## config.mk

```make
export PLATFORM = sky130hd
export DESIGN_NAME = seq_detector_param
export DESIGN_NICKNAME = d
export VERILOG_FILES = /design/src/rtl/seq_pkg.sv /design/src/rtl/seq_detector_param_tick_gen.sv /design/src/rtl/seq_detector_param.sv
export SDC_FILE = /design/constraint.sdc
export NUM_CORES = 1
export LEC_CHECK = 0
export ABC_AREA = 1
export BUFFER_PORTS_ARGS = -buffer_cell sky130_fd_sc_hd__buf_2
export CORE_AREA = 2 2 77 79
export CTS_CLUSTER_SIZE = 10
export DETAILED_ROUTE_END_ITERATION = 10
export DIE_AREA = 0 0 79 81
export PLACE_DENSITY = 0.69
export SYNTH_ARGS = -nofsm -noshare
export SYNTH_HDL_FRONTEND = slang
export SYNTH_SLANG_ARGS = --single-unit
```

## constraint.sdc

```tcl
create_clock -name clk -period 3.2 [get_ports clk]
set_input_delay 0.8 -clock clk [delete_from_list [all_inputs] [get_ports clk]]
set_output_delay 0.8 -clock clk [all_outputs]
set_load 0.02 [all_outputs]
```

## src/rtl/seq_pkg.sv

```systemverilog
// Shared constants and helpers for the serial pattern detector family.
// Latency: n/a (package only).
// Backpressure: n/a.
package seq_pkg;

    localparam int MAX_PATTERN_LEN = 16;
    localparam int FILL_W          = 5;
    localparam int MAX_CNT_W       = 32;

    // Increment that sticks at the all-ones value of a counter 'width' bits wide.
    function automatic logic [MAX_CNT_W-1:0] sat_inc(
        input logic [MAX_CNT_W-1:0] value,
        input int unsigned          width
    );
        logic [MAX_CNT_W-1:0] max_v;
        max_v = (width >= MAX_CNT_W) ? '1 : ((MAX_CNT_W'(1) << width) - MAX_CNT_W'(1));
        return (value == max_v) ? value : value + MAX_CNT_W'(1);
    endfunction

endpackage

```

## src/rtl/seq_detector_param_tick_gen.sv

```systemverilog
// Prescaler: one-cycle registered tick every DIV_MAX+1 enabled cycles.
// Latency: tick is high the cycle after the counter sits at DIV_MAX.
// Backpressure: none; en=0 freezes the count and holds tick low.
module tick_gen #(
    parameter int unsigned DIV_MAX   = 24999999,
    parameter int          DIV_WIDTH = 25
) (
    input  logic clk,
    input  logic rst,
    input  logic en,
    output logic tick
);

    localparam logic [DIV_WIDTH-1:0] DIV_TC = DIV_WIDTH'(DIV_MAX);

    if (DIV_WIDTH < 1 || DIV_WIDTH > 32 ||
        64'(DIV_MAX) >= (64'd1 << DIV_WIDTH)) begin : g_bad_div
        $error("tick_gen: DIV_MAX does not fit in DIV_WIDTH bits");
    end

    logic [DIV_WIDTH-1:0] div;
    logic                 at_tc;

    assign at_tc = (div == DIV_TC);

    always_ff @(posedge clk or posedge rst) begin
        if (rst) begin
            div  <= '0;
            tick <= 1'b0;
        end else begin
            tick <= en && at_tc;
            if (en) begin
                div <= at_tc ? '0 : div + DIV_WIDTH'(1);
            end
        end
    end

endmodule

```

## src/rtl/seq_detector_param.sv

```systemverilog
// Serial pattern detector for slow board inputs: sync, prescaled sampling, match.
// Latency: din -> 2 sync flops -> shift on next tick edge -> detect the cycle after.
// Backpressure: none; en=0 holds prescaler and history, clr clears led/count.
module seq_detector_param
    import seq_pkg::*;
#(
    parameter int                     PATTERN_LEN = 4,
    parameter logic [PATTERN_LEN-1:0] PATTERN     = 4'b1011,
    parameter bit                     OVERLAP     = 1'b1,
    parameter int unsigned            DIV_MAX     = 24999999,
    parameter int                     DIV_WIDTH   = 25,
    parameter int                     CNT_WIDTH   = 8
) (
    input  logic                 clk,
    input  logic                 rst,
    input  logic                 en,
    input  logic                 din,
    input  logic                 clr,
    output logic                 detect,
    output logic                 led,
    output logic [CNT_WIDTH-1:0] match_count,
    output logic [4:0]           fill,
    output logic                 tick
);

    localparam logic [FILL_W-1:0] FULL = FILL_W'(PATTERN_LEN);

    if (PATTERN_LEN < 1 || PATTERN_LEN > MAX_PATTERN_LEN) begin : g_bad_len
        $error("seq_detector_param: PATTERN_LEN must be 1..16");
    end
    if (CNT_WIDTH < 1 || CNT_WIDTH > MAX_CNT_W) begin : g_bad_cnt
        $error("seq_detector_param: CNT_WIDTH must be 1..32");
    end

    logic                   din_meta;
    logic                   din_s;
    logic [PATTERN_LEN-1:0] hist;
    logic [PATTERN_LEN-1:0] hist_next;
    logic [PATTERN_LEN:0]   shifted;
    logic [FILL_W-1:0]      fill_next;
    logic                   match;

    tick_gen #(
        .DIV_MAX   (DIV_MAX),
        .DIV_WIDTH (DIV_WIDTH)
    ) u_tick_gen (
        .clk  (clk),
        .rst  (rst),
        .en   (en),
        .tick (tick)
    );

    always_ff @(posedge clk or posedge rst) begin
        if (rst) begin
            din_meta <= 1'b0;
            din_s    <= 1'b0;
        end else begin
            din_meta <= din;
            din_s    <= din_meta;
        end
    end

    // One bit wider than hist so the slice also works for PATTERN_LEN=1.
    assign shifted = {hist, din_s};

    always_comb begin
        hist_next = hist;
        fill_next = fill;
        match     = 1'b0;
        if (tick) begin
            hist_next = shifted[PATTERN_LEN-1:0];
            fill_next = (fill == FULL) ? FULL : fill + FILL_W'(1);
            match     = (fill_next == FULL) && (hist_next == PATTERN);
            if (match && !OVERLAP) begin
                fill_next = '0;
            end
        end
    end

    always_ff @(posedge clk or posedge rst) begin
        if (rst) begin
            hist        <= '0;
            fill        <= '0;
            detect      <= 1'b0;
            led         <= 1'b0;
            match_count <= '0;
        end else begin
            hist   <= hist_next;
            fill   <= fill_next;
            detect <= match;
            // A match on the clearing edge restarts the count at one.
            if (match) begin
                led         <= 1'b1;
                match_count <= clr ? CNT_WIDTH'(1)
                                   : CNT_WIDTH'(sat_inc(MAX_CNT_W'(match_count), CNT_WIDTH));
            end else if (clr) begin
                led         <= 1'b0;
                match_count <= '0;
            end
        end
    end

endmodule
```

==> run summary, run 1 <==
launch point of the critical path: u_tick_gen.tick
Sw Ratio: 28.2%
critical path peak fanout: 13
Die Ht: 81 um
worst ir drop on vdd: 322 uV
initial DRC count: 125
commonest non-fill, non-tap cell in the layout: nand2_1
Post-CTS Setup Bufs: 0
Die ar.: 6400 sq um
initial antenna violation count: 0
Diodes inserted: 0
TritonRoute pass-1 iters: 4
worst slew pin tran: 0.952 ns
Pins Over Slew Limit: 0
Power Density: 434 nW/um^2
area occupied by multi-input gates: 1330 sq um
Vias: 2253
mapped cell area: 2680 sq um
WL final: 5.13 mm
register bit total from synthesis: 46
startpoint types: flop
Clock power frac: 33.3%
Inst Count DP: 448
status: complete, no violations
Root Buffer: clkbuf_8
power share of the combinational group: 14.3%
CP Buf/Inv Count: 1
final hold slack: 0.352 ns
Syn-to-layout area delta: 10.5%
number of global-route vias before repair: 2107
Placer Congestion: 0.867
Fillers: 555
Total GRT Usage: 18.2%
PortBufs: 20
most frequent cells in the layout: nand2_1 (97), nor2_1 (47), dfrtp_1 (46)
final clock skew: 0.0105 ns
Arr. time, crit path: 1.11 ns
syn_area_per_cell: 7.50 sq um
final setup violation count: 0
Hold Buf Count CTS: 0
CTS clk-pin slew, worst paths: 0.08 ns
Max Cap Viol: 0
post-synthesis sequential area ratio: 43.0%
crit path time final: 1.91 ns
Syn Inst Count: 357
Unique masters post-synth: 32
worst flop-to-flop path startpoint: fill[0]
# H-tree levels: 2
TritonCTS buffer count: 5
Synth warnings: 0
final worst-path cycle share: 59.6%
reg2reg path depth: 9
CP Capture Type: primary output
P_int: 0.000923 W
total chip power: 0.00129 W
DP Wirelength: 3.80 mm
Final Non-Filler Cells: 456
Vias per Instance: 4.94
setup TNS: 0 ns
IO Pins: 21
Hold/Removal Path Class: flop to flop
TritonCTS clock tree: done
relative slew slack: 36.5%
core area: 5680 sq um
# rows: 28
Psw: 0.000363 W
critical path class: flop to primary output
hold depth: 0
RSZ-0062 raised after global routing: false
fin nets: 389
Worst-Skew Late Latency: 0.30 ns
Hold Fails Final Rpt: 0
Crit path largest cell delay: 0.57 ns
post-route ant nets: 0
Routed WL per cell: 11.2 um
leakage dissipation: 1.53 nW
grt ovf: 0
first-pass GRT wire length: 9.25 mm
worst path cell trace: buf_2
syn nets: 366
share of cells above drive strength 1: 17.6%
clk buf depth: 2
Req. time, crit path: 2.40 ns
CP Depth: 1
register area: 1150 sq um
Gates resized, CTS repair: 0
Seq pwr share: 52.4%
Hold Crit Start: din_meta
pin count of the biggest net entering global routing: 47
clk sinks: 46
Initial Util: 47.2%
Max Freq: 524 MHz
Worst path top cell family by delay: flip-flops
CP max stage cell: dfrtp_1
die width: 79 um
DRC errors left: 0
-- routing by layer --
layer  vias to the layer above  wire length, um  track usage (%)
met5                         -                0                0
met1                      1028             2490             23.8
li1                       1175                -                -
met3                        10              205             4.00
met2                        40             2340             30.1
met4                         0               90             6.38
-- cells in the mapped netlist --
cell type | n | area (sq um)
nor2_4 | 6 | 67.6
xnor2_1 | 3 | 26.3
or2_2 | 1 | 6.26
nor2_2 | 9 | 56.3
nand2_2 | 6 | 37.5
dfrtp_1 | 46 | 1150
nand3b_4 | 1 | 20.0
nor4_1 | 1 | 6.26
xor2_1 | 5 | 43.8
o21ai_2 | 1 | 8.76
nor3_2 | 3 | 30.0
inv_2 | 6 | 22.5
nand3_1 | 31 | 155
nand4_2 | 1 | 12.5
nand2_1 | 97 | 364
buf_4 | 2 | 15.0
a31o_2 | 1 | 8.76
nor3b_1 | 3 | 22.5
inv_1 | 42 | 158
a21o_1 | 1 | 7.51
o21ai_1 | 1 | 5.00
nand3b_1 | 2 | 15.0
o21bai_1 | 1 | 7.51
nand4_1 | 8 | 50.1
clkbuf_1 | 2 | 7.51
ha_1 | 4 | 50.1
nor2_1 | 47 | 176
a31oi_1 | 2 | 12.5
nor3_1 | 10 | 50.1
a21oi_1 | 6 | 30.0
o21ai_0 | 5 | 25.0
nand3_2 | 3 | 30.0
-- flip-flops by register name, indices dropped and copies added, names as in the netlist --
name             flops
match_count          8
fill                 5
led                  1
u_tick_gen.tick      1
detect               1
hist                 3
din_s                1
din_meta             1
u_tick_gen.div      25
-- logic make-up (layout without fill, tap and decap cells) --
family                     after synthesis  after routing  share of synthesized area, %
AOI/OAI and AO/OA                       18             18                          3.92
xor gates and xnor gates                 8              8                          2.62
adders and majority gates                4              4                          1.87
buffers and inverters                   52             76                          7.57
DFF                                     46             46                          43.0
and+or+nand+nor                        229            229                          41.1
-- layout make-up --
cell class              count  share of cell area, %
multi-input cells         259                   44.8
repair buffers             20                   3.38
inverters                  48                   6.09
flip-flops and latches     46                   38.9
clock inverters             3                   1.35
well taps                  75                   3.17
clock buffers               5                   2.33
-- metrics by stage --
| step | setup slack [ns] | area, sq um | utilization, % |
|---|---|---|---|
| 3_5_place_dp | 1.20 | 2850 | 50.2 |
| 5_1_grt | 1.23 | 2960 | 52.1 |
| 6_report | 1.29 | 2960 | 52.1 |
| 4_1_cts | 1.29 | 2960 | 52.1 |
| 2_1_floorplan | 1.31 | 2680 | - |
| 3_3_place_gp | 1.27 | 2850 | 50.2 |
-- power by group through the flow --
| stage | Clock, W | Sequential [W] | Combinational, W |
|---|---|---|---|
| floorplan | 0 | 0.000674 | 0.000160 |
| global placement | 0 | 0.000684 | 0.000185 |
| detailed placement | 0 | 0.000685 | 0.000189 |
| CTS | 0.000446 | 0.000673 | 0.000189 |
| global route | 0.000464 | 0.000682 | 0.000217 |
| finish | 0.000429 | 0.000673 | 0.000184 |
-- final timing paths --
kind | end | slack, ns
worst max-delay path | tick | 1.29
worst min-delay path | din_s | 0.35
worst max register to register | match_count[1] | 1.41
worst min register to register | din_s | 0.35
max in group asynchronous | u_tick_gen.div[20] | 1.90
min in group asynchronous | led | 0.70
Power figures use the tool's default switching activity.
==> run 2: changes to the inputs <==
==> constraint.sdc (replaced) <==
create_clock -name clk -period 1.79 [get_ports clk]
set_input_delay 0.4475 -clock clk [delete_from_list [all_inputs] [get_ports clk]]
set_output_delay 0.4475 -clock clk [all_outputs]
set_load 0.02 [all_outputs]
==> run 2 against run 1 <==
  * Sequential share of layout area fell by 1.2 points
  * Total power is 81% higher
  * Via count rose by 2.1%
  * Register-to-register slack got worse by 1.3 ns
  * Highest routed layer unchanged
  * Cell count grew 1.1%
  * Critical path type is now flop to flop
  * Largest power group unchanged
  * Combinational power grew 85%
==> run summary, run 2 (same netlist as run 1, synthesis figures left out) <==
status: complete, no violations
CP Capture Type: flop
Max Freq: 598 MHz
crit path time final: 1.67 ns
Sw Ratio: 28.4% (+0.20 points)
Worst-Skew Late Latency: 0.30 ns (about the same)
Syn-to-layout area delta: 14.1%
Routed WL per cell: 11.9 um (+5.7%)
worst slew pin tran: 0.480 ns (-0.471 ns)
DRC errors left: 0 (unchanged)
max reg flops: 25 (unchanged)
Req. time, crit path: 1.98 ns (-0.42 ns)
final clock skew: 0.00625 ns (-0.00426 ns)
final hold slack: 0.156 ns (-0.197 ns)
die width: 79 um (unchanged)
initial DRC count: 125 (unchanged)
commonest non-fill, non-tap cell in the layout: nand2_1
Total GRT Usage: 19.0% (+0.72 points)
critical path class: flop to flop
clk sinks: 46 (unchanged)
share of cells above drive strength 1: 19.4% (+1.8 points)
Power Density: 760 nW/um^2 (+75%)
Initial Util: 47.2% (unchanged)
# rows: 28 (unchanged)
critical path peak fanout: 6 (-7)
setup slack at placement: 0.0880 ns (-1.11 ns)
Vias: 2300 (+2.1%)
P_int: 0.00166 W (+80%)
power share of the combinational group: 14.7% (+0.4 points)
# H-tree levels: 2 (unchanged)
fin area: 3060 sq um (+3.3%)
TritonRoute pass-1 iters: 4 (unchanged)
reg2reg path depth: 8 (-1)
Placed Instance Area: 2890 sq um (+1.5%)
Arr. time, crit path: 1.86 ns (+0.75 ns)
post-route ant nets: 0 (unchanged)
PnR worst setup slack: 0.119 ns (-1.17 ns)
final worst-path cycle share: 93.4%
post-layout util: 53.9% (+1.7 points)
clk buf depth: 2 (unchanged)
IO Pins: 21 (unchanged)
Hold/Removal Path Class: primary input to asynchronous set/reset pin
Root Buffer: clkbuf_8
Placer Congestion: 0.972 (+12%)
Vias per Instance: 4.99 (+0.98%)
startpoint types: flop
Diodes inserted: 0 (unchanged)
Die Ht: 81 um (unchanged)
most frequent cells in the layout: nand2_1 (97), nor2_1 (46), dfrtp_1 (46)
grt ovf: 0 (unchanged)
Pins Over Slew Limit: 0 (unchanged)
initial antenna violation count: 0 (unchanged)
Largest regs: u_tick_gen.div x25, match_count x8, fill x5
fin nets: 394 (+1.3%)
Fillers: 540 (-2.7%)
worst ir drop on vdd: 598 uV (+86%)
first-pass GRT wire length: 9.60 mm (+3.8%)
Biggest register: u_tick_gen.div
TritonCTS clock tree: done
Max Cap Viol: 0 (unchanged)
final setup violation count: 0 (unchanged)
WL final: 5.48 mm (+6.8%)
PortBufs: 20 (unchanged)
number of global-route vias before repair: 2134 (+1.3%)
core area: 5680 sq um (unchanged)
Clock power frac: 33.5% (+0.2 points)
Die ar.: 6400 sq um (unchanged)
Hold Buf Count CTS: 0 (unchanged)
CTS clk-pin slew, worst paths: 0.09 ns (about the same)
leakage dissipation: 1.56 nW (+2.0%)
reg-to-reg slack, setup: 0.12 ns (-1.29 ns)
Psw: 0.000661 W (+82%)
TritonCTS buffer count: 5 (unchanged)
setup TNS: 0 ns (unchanged)
Hold Fails Final Rpt: 0 (unchanged)
pin count of the biggest net entering global routing: 28 (-40%)
DP Wirelength: 3.98 mm (+4.7%)
relative slew slack: 67.9% (+31 points)
Seq pwr share: 51.9% (-0.5 points)
-- run 2: power by group through the flow --
stage / Clock, W / Combinational (W) / Sequential, W
after global placement: 0 / 0.000338 / 0.00122
after detailed placement: 0 / 0.000345 / 0.00123
after CTS: 0.000811 / 0.000347 / 0.00121
after floorplan: 0 / 0.000285 / 0.00121
final: 0.000778 / 0.000341 / 0.00121
after global routing: 0.000867 / 0.000389 / 0.00123
-- run 2: per-layer routing --
metal | global-route usage (%) | up-vias | wire (um)
met2 | 30.4 | 48 | 2580
met4 | 6.72 | 0 | 112
met1 | 26.0 | 1053 | 2590
li1 | - | 1188 | -
met5 | 0 | - | 0
met3 | 3.33 | 11 | 202
-- run 2: worst paths after layout --
check | endpoint | startpoint
min in group clk | din_meta | din
max in group asynchronous | match_count[5] | rst
min reg2reg | din_s | din_meta
min | fill[1] | rst
max | match_count[5] | match_count[0]
max reg2reg | match_count[5] | match_count[0]
-- run 2: final cells by class --
class | instances | area [sq um] | share of cell area [%]
Inverter | 48 | 180 | 5.89
Timing Repair Buffer | 25 | 150 | 4.91
Tap cell | 75 | 93.8 | 3.07
Multi-Input combinational cell | 259 | 1370 | 44.8
Sequential cell | 46 | 1150 | 37.7
Clock inverter | 3 | 43.8 | 1.43
Clock buffer | 5 | 68.8 | 2.25
-- run 2: what timing repair did --
item	4_1_cts	5_1_grt
resized for setup	0	7
endpoints found under the setup margin	0	8
buffers inserted	0	1
-- run 2: per-stage QoR --
stage	cells	power, W
2_1_floorplan	357	0.00149
3_3_place_gp	452	0.00156
3_5_place_dp	452	0.00157
4_1_cts	460	0.00237
5_1_grt	461	0.00248
6_report	461	0.00232
-- run 2: worst max-delay path, stage by stage (launching register included) --
cell     delay [ns]
dfrtp_1        0.41
ha_1           0.21
nand2_1        0.08
nor2_1         0.20
nand4_1        0.26
nor2_2         0.22
nor2_4         0.07
nand2_1        0.07
nand2_1        0.05
